--- config.mk ---
export PLATFORM = sky130hd
export DESIGN_NAME = mul_host_driver
export DESIGN_NICKNAME = d
export VERILOG_FILES = /design/src/rtl/mul_host_driver.sv
export SDC_FILE = /design/constraint.sdc
export NUM_CORES = 1
export LEC_CHECK = 0
export ABC_AREA = 1
export CAP_MARGIN = 40
export CORE_UTILIZATION = 49
export DETAILED_ROUTE_END_ITERATION = 7
export HOLD_SLACK_MARGIN = 0.03
export PLACE_DENSITY = 0.76
export SETUP_SLACK_MARGIN = 0.2
export SKIP_LAST_GASP = 1
export SYNTH_ARGS = -nofsm -noshare
export SYNTH_HDL_FRONTEND = slang
export SYNTH_SLANG_ARGS = --single-unit
--- constraint.sdc ---
create_clock -name i_clk -period 9.35 [get_ports i_clk]
set_clock_uncertainty 0.1 [all_clocks]
set_input_delay 1.87 -clock i_clk [delete_from_list [all_inputs] [get_ports i_clk]]
set_output_delay 1.87 -clock i_clk [all_outputs]
set_load 0.005 [all_outputs]
--- src/rtl/mul_host_driver.sv ---
// Host-side driver for a combinational/approximate multiplier: request/response handshake around a
// settle window, with exact-product comparison and saturating error statistics.
module mul_host_driver #(
    parameter int WIDTH  = 4,
    parameter int SETTLE = 1,
    parameter int CNT_W  = 16
) (
    input  logic                 i_clk,
    input  logic                 i_rst,
    input  logic                 i_req_valid,
    output logic                 o_req_ready,
    input  logic [WIDTH-1:0]     i_req_a,
    input  logic [WIDTH-1:0]     i_req_b,
    output logic                 o_rsp_valid,
    input  logic                 i_rsp_ready,
    output logic [2*WIDTH-1:0]   o_rsp_prod,
    output logic [2*WIDTH-1:0]   o_rsp_exact,
    output logic [2*WIDTH:0]     o_rsp_err,
    output logic                 o_rsp_mismatch,
    output logic                 o_rsp_ovf,
    input  logic                 i_stat_clear,
    output logic [CNT_W-1:0]     o_stat_ops,
    output logic [CNT_W-1:0]     o_stat_errs,
    output logic [2*WIDTH-1:0]   o_stat_max_abs,
    output logic [CNT_W-1:0]     o_stat_sum_abs,
    output logic [WIDTH-1:0]     o_mu_in1,
    output logic [WIDTH-1:0]     o_mu_in2,
    input  logic [2*WIDTH-1:0]   i_mu_out,
    input  logic                 i_mu_overflow
);

    localparam int PW = 2 * WIDTH;
    localparam int CW = $clog2(SETTLE + 1);
    localparam int SW = ((CNT_W > PW) ? CNT_W : PW) + 1;
    localparam logic [CW-1:0]    SETTLE_C = CW'(SETTLE);
    localparam logic [CNT_W-1:0] CNT_MAX  = '1;

    typedef enum logic [1:0] {
        S_IDLE,
        S_WAIT,
        S_RESP
    } state_t;

    state_t             r_state;
    state_t             w_next_state;
    logic               w_accept;
    logic               w_capture;
    logic [CW-1:0]      r_cnt;
    logic [WIDTH-1:0]   r_op_a;
    logic [WIDTH-1:0]   r_op_b;

    logic [PW-1:0]      r_rsp_prod;
    logic [PW-1:0]      r_rsp_exact;
    logic [PW:0]        r_rsp_err;
    logic               r_rsp_mismatch;
    logic               r_rsp_ovf;

    logic [CNT_W-1:0]   r_stat_ops;
    logic [CNT_W-1:0]   r_stat_errs;
    logic [PW-1:0]      r_stat_max_abs;
    logic [CNT_W-1:0]   r_stat_sum_abs;

    always_comb begin
        // NOTE: every always_comb output gets a default first so no path can infer a latch.
        w_next_state = r_state;
        w_accept     = 1'b0;
        w_capture    = 1'b0;
        case (r_state)
            S_IDLE: begin
                if (i_req_valid) begin
                    w_accept     = 1'b1;
                    w_next_state = S_WAIT;
                end
            end
            S_WAIT: begin
                if (r_cnt == CW'(1)) begin
                    w_capture    = 1'b1;
                    w_next_state = S_RESP;
                end
            end
            S_RESP: begin
                if (i_rsp_ready) begin
                    w_next_state = S_IDLE;
                end
            end
            default: w_next_state = S_IDLE;
        endcase
    end

    logic [PW-1:0]      w_exact;
    logic [PW:0]        w_err;
    logic [PW-1:0]      w_abs;
    logic               w_mismatch;

    assign w_exact    = PW'(r_op_a) * PW'(r_op_b);
    assign w_err      = {1'b0, i_mu_out} - {1'b0, w_exact};
    // Magnitude taken from the operand order rather than negating the 2W+1 result; |err| fits 2W bits.
    assign w_abs      = w_err[PW] ? (w_exact - i_mu_out) : (i_mu_out - w_exact);
    assign w_mismatch = (i_mu_out != w_exact);

    logic [CNT_W-1:0]   w_base_ops;
    logic [CNT_W-1:0]   w_base_errs;
    logic [PW-1:0]      w_base_max;
    logic [CNT_W-1:0]   w_base_sum;
    logic [CNT_W-1:0]   w_ops_next;
    logic [CNT_W-1:0]   w_errs_next;
    logic [PW-1:0]      w_max_next;
    logic [SW-1:0]      w_sum_wide;
    logic [CNT_W-1:0]   w_sum_next;

    // A clear coincident with a capture wipes the old totals first, then this capture is counted.
    assign w_base_ops  = i_stat_clear ? '0 : r_stat_ops;
    assign w_base_errs = i_stat_clear ? '0 : r_stat_errs;
    assign w_base_max  = i_stat_clear ? '0 : r_stat_max_abs;
    assign w_base_sum  = i_stat_clear ? '0 : r_stat_sum_abs;

    assign w_ops_next  = (w_base_ops == CNT_MAX) ? w_base_ops : w_base_ops + CNT_W'(1);
    assign w_errs_next = (!w_mismatch || w_base_errs == CNT_MAX) ? w_base_errs
                                                                   : w_base_errs + CNT_W'(1);
    assign w_max_next  = (w_abs > w_base_max) ? w_abs : w_base_max;
    assign w_sum_wide  = SW'(w_base_sum) + SW'(w_abs);
    assign w_sum_next  = (w_sum_wide > SW'(CNT_MAX)) ? CNT_MAX : w_sum_wide[CNT_W-1:0];

    // NOTE: sequential state uses non-blocking assignments so all registers update from pre-edge values.
    always_ff @(posedge i_clk) begin
        if (i_rst) begin
            r_state        <= S_IDLE;
            r_cnt          <= '0;
            r_op_a         <= '0;
            r_op_b         <= '0;
            r_rsp_prod     <= '0;
            r_rsp_exact    <= '0;
            r_rsp_err      <= '0;
            r_rsp_mismatch <= 1'b0;
            r_rsp_ovf      <= 1'b0;
            r_stat_ops     <= '0;
            r_stat_errs    <= '0;
            r_stat_max_abs <= '0;
            r_stat_sum_abs <= '0;
        end else begin
            r_state <= w_next_state;

            if (w_accept) begin
                r_op_a <= i_req_a;
                r_op_b <= i_req_b;
                r_cnt  <= SETTLE_C;
            end else if (r_state == S_WAIT) begin
                r_cnt <= r_cnt - CW'(1);
            end

            if (w_capture) begin
                r_rsp_prod     <= i_mu_out;
                r_rsp_exact    <= w_exact;
                r_rsp_err      <= w_err;
                r_rsp_mismatch <= w_mismatch;
                r_rsp_ovf      <= i_mu_overflow;
                r_stat_ops     <= w_ops_next;
                r_stat_errs    <= w_errs_next;
                r_stat_max_abs <= w_max_next;
                r_stat_sum_abs <= w_sum_next;
            end else if (i_stat_clear) begin
                r_stat_ops     <= '0;
                r_stat_errs    <= '0;
                r_stat_max_abs <= '0;
                r_stat_sum_abs <= '0;
            end
        end
    end

    assign o_req_ready    = (r_state == S_IDLE);
    assign o_rsp_valid    = (r_state == S_RESP);
    assign o_rsp_prod     = r_rsp_prod;
    assign o_rsp_exact    = r_rsp_exact;
    assign o_rsp_err      = r_rsp_err;
    assign o_rsp_mismatch = r_rsp_mismatch;
    assign o_rsp_ovf      = r_rsp_ovf;
    assign o_stat_ops     = r_stat_ops;
    assign o_stat_errs    = r_stat_errs;
    assign o_stat_max_abs = r_stat_max_abs;
    assign o_stat_sum_abs = r_stat_sum_abs;
    assign o_mu_in1       = r_op_a;
    assign o_mu_in2       = r_op_b;

endmodule

==> impl_results.md <==
* DRC at 0
* Htree depth at 3
* Core ar. at 0.01221 mm^2
* CP peak stage delay at 540 ps
* Routed Antenna Nets at 0
* Critical Path Source Type: flip-flop
* Fmax at 0.1716 GHz
* Tightest Pin Transition at 713.0 ps
* I/O pin cnt at 115
* DRT Wirelength at 15.99 mm
* Commonest non-fill, non-tap cell in the layout: nand2_1
* Share of power burned in registers at 0.390
* Setup-failing EPs final at 0
* Setup Total Neg Slack at 0 ps
* Die height at 114.8 um
* Syn. warnings at 0
* Max clock buf depth at 2
* Post-route insts no fill at 1208
* Worst path required time at 9500 ps
* Synthesis-to-finish area growth at 25.02%
* Via density at 5.142
* Sequential area share after synthesis at 0.3018
* Synthesized Nets at 1008
* Int Power at 0.0007683 W
* Synth top area share at 0.3018
* # rows at 40
* Max-cap violations at 0
* Global placement routability congestion at 0.8942
* Syn Area/Cell at 6.648 um^2
* Leakage power at 3.379 nW
* Clock Tree Root: clkbuf_16
* Slew headroom at 0.5241
* Clock Power Share at 0.353
* First-pass GRT wire length at 26.84 mm
* Slew Viols, Final at 0
* TritonCTS Sinks at 94
* Sw Pwr at 0.0003373 W
* TritonRoute pass-1 iters at 7
* Post-CTS setup buffers at 0
* Worst skew pair latency at 350 ps
* EDFF count, synth at 0
* PostCTS Resize Cnt at 0
* Global Route Usage Sum at 0.2564
* Hold_buf cts at 0
* Die W at 114.8 um
* Die ar. at 0.01318 mm^2
* Via count at 6212
* Syn Std Cell Area at 0.006236 mm^2
* Peak VDD IR at 0.0001259 V
* Most frequent cells in the layout: nand2_1, inv_1, nor2_1
* Worst path top cell family by delay: adder cells
* Crit path kind: flip-flop to flip-flop
* Post-Syn Instances at 938
* Top FF cell, synth: dfxtp_1
* Seq cells post-synth at 94
* Final worst path period share at 0.6231
* Placed instance count at 1194
* PortBufs at 114
* CTS clk-pin slew, worst paths at 60 ps
* Critical path fanouts, max at 16
* Largest net degree at the start of global routing at 66
* Cell taking the most area after synthesis: dfxtp_1
* Vias in the first global route at 5753
* ANT cells at 0
* Synth area leaders: dfxtp_1, nand2_1, inv_1
* CP Cell Sequence: nand2_1, fa_1, fa_1, fa_1, o21ai_0, xor2_1, inv_1, ha_1, nand2_4, inv_2, nand2_1, nand2_1, a21oi_2, o21ai_0, ha_1, a21oi_1, o21ai_0, inv_1, nand2_2, a21oi_4, nand3_1, nand2_1, inv_1
* Final net count at 1107
* Total power at 0.001106 W
* GRT overflow at 0
* Final hold vios at 0
* Count of cell types in the netlist at 45
* RSZ-0062 raised after global routing: no
* Tmin final at 5826 ps
* WP buf/inv at 4
* CP endpoint kind: flip-flop
* Pwr dens at 141.8 mW/mm^2
* Arr. time, crit path at 5970 ps
* Switching share of total power at 0.3051
* Slowest cell on crit path: fa_1
* Synth async-reset ratio at 0
* Post-DR wirelength/cell at 13.24 um
* TritonCTS Buffers at 9
* Status: finished clean
* Detailed Route Iter0 Violations at 362
* CTS tree: yes
* Initial Utilization at 0.5107
* Final Cell Area at 0.007796 mm^2
* Layout cells sized above 1 at 0.04038
* Initial antenna violation count at 0
* Area after DPL at 0.007485 mm^2
* HPWL Detailed at 11.99 mm
* Logic pwr share at 0.257
* Critical Path Most Common Cell: nand2_1
* Hold WC Path Type: flip-flop to flip-flop
## metrics by stage
stage          setup slack, ps  hold slack, ps  utilization
2_1_floorplan             4287           353.3            -
3_3_place_gp              3628           369.5       0.6129
3_5_place_dp              3534           371.6       0.6129
4_1_cts                   3484           383.5       0.6384
5_1_grt                   2948           448.8       0.6384
6_report                  3524           382.6       0.6384
## cells by family (layout without fill, tap and decap cells)
logic type,after synthesis,after routing,share of synthesized area
AOI/OAI and AO/OA,171,171,0.1521
xor gates and xnor gates,30,30,0.04214
adders and majority gates,48,48,0.1035
buffers and inverters,193,295,0.1206
DFF,94,94,0.3018
and+or+nand+nor,402,402,0.2799
## final timing paths
path / cells after the start / slack, ps / end / from
max: 23 / 3520 / o_stat_sum_abs[14] / o_mu_in1[0]
min reg2reg: 2 / 380 / r_cnt / r_cnt
min: 2 / 380 / r_cnt / r_cnt
max reg2reg: 23 / 3520 / o_stat_sum_abs[14] / o_mu_in1[0]
## tightest hold or removal path, cell delays in order (launching register included)
cell and delay (ps):
dfxtp_1 320, nand2_1 60, a21oi_1 50
## power by group through the flow
stage / Clock, W / Sequential (W) / Combinational [W]
detailed placement: 0 / 0.000440 / 0.000281
global route: 0.000418 / 0.000434 / 0.000319
finish: 0.000390 / 0.000431 / 0.000284
global placement: 0 / 0.000440 / 0.000278
CTS: 0.000400 / 0.000431 / 0.000283
floorplan: 0 / 0.000439 / 0.000190
## Yosys cell counts (all sizes together) (3+ instances only)
cell type and number:
buf 13, clkbuf 17, and2 3, nor3 25, fa 6, inv 162, a21boi 5, nor2 119
a21oi 78, o21bai 3, a31oi 3, ha 42, o211ai 4, xnor2 9, nand4 18, nand2 173
nand3b 5, xor2 21, nand3 53, dfxtp 94, o21ai 72
## routing by layer
metal,wire length (um),global-route usage,up-vias
met5,0,0,-
met4,299,0.09177,0
met3,1016,0.06484,27
met2,7334,0.4230,181
met1,7342,0.3251,2804
li1,-,-,3200
## sequential cells by signal, summed over array words and instances (netlist names)
register / count
o_mu_in1: 4
o_mu_in2: 4
o_rsp_err: 9
o_rsp_exact: 8
o_rsp_mismatch: 1
o_rsp_ovf: 1
o_rsp_prod: 8
o_stat_errs: 16
o_stat_max_abs: 8
o_stat_ops: 16
o_stat_sum_abs: 16
r_cnt: 1
r_state: 2
## area by class of cell
type | instances | area [um^2]
inverters | 163 | 611.8
well taps | 168 | 210.2
clock buffers | 10 | 239.0
multi-input cells | 651 | 3610
repair buffers | 118 | 1171
flip-flops and latches | 94 | 1882
fillers | 1148 | 4415
clock inverters | 4 | 72.57
Power figures use the tool's default switching activity.
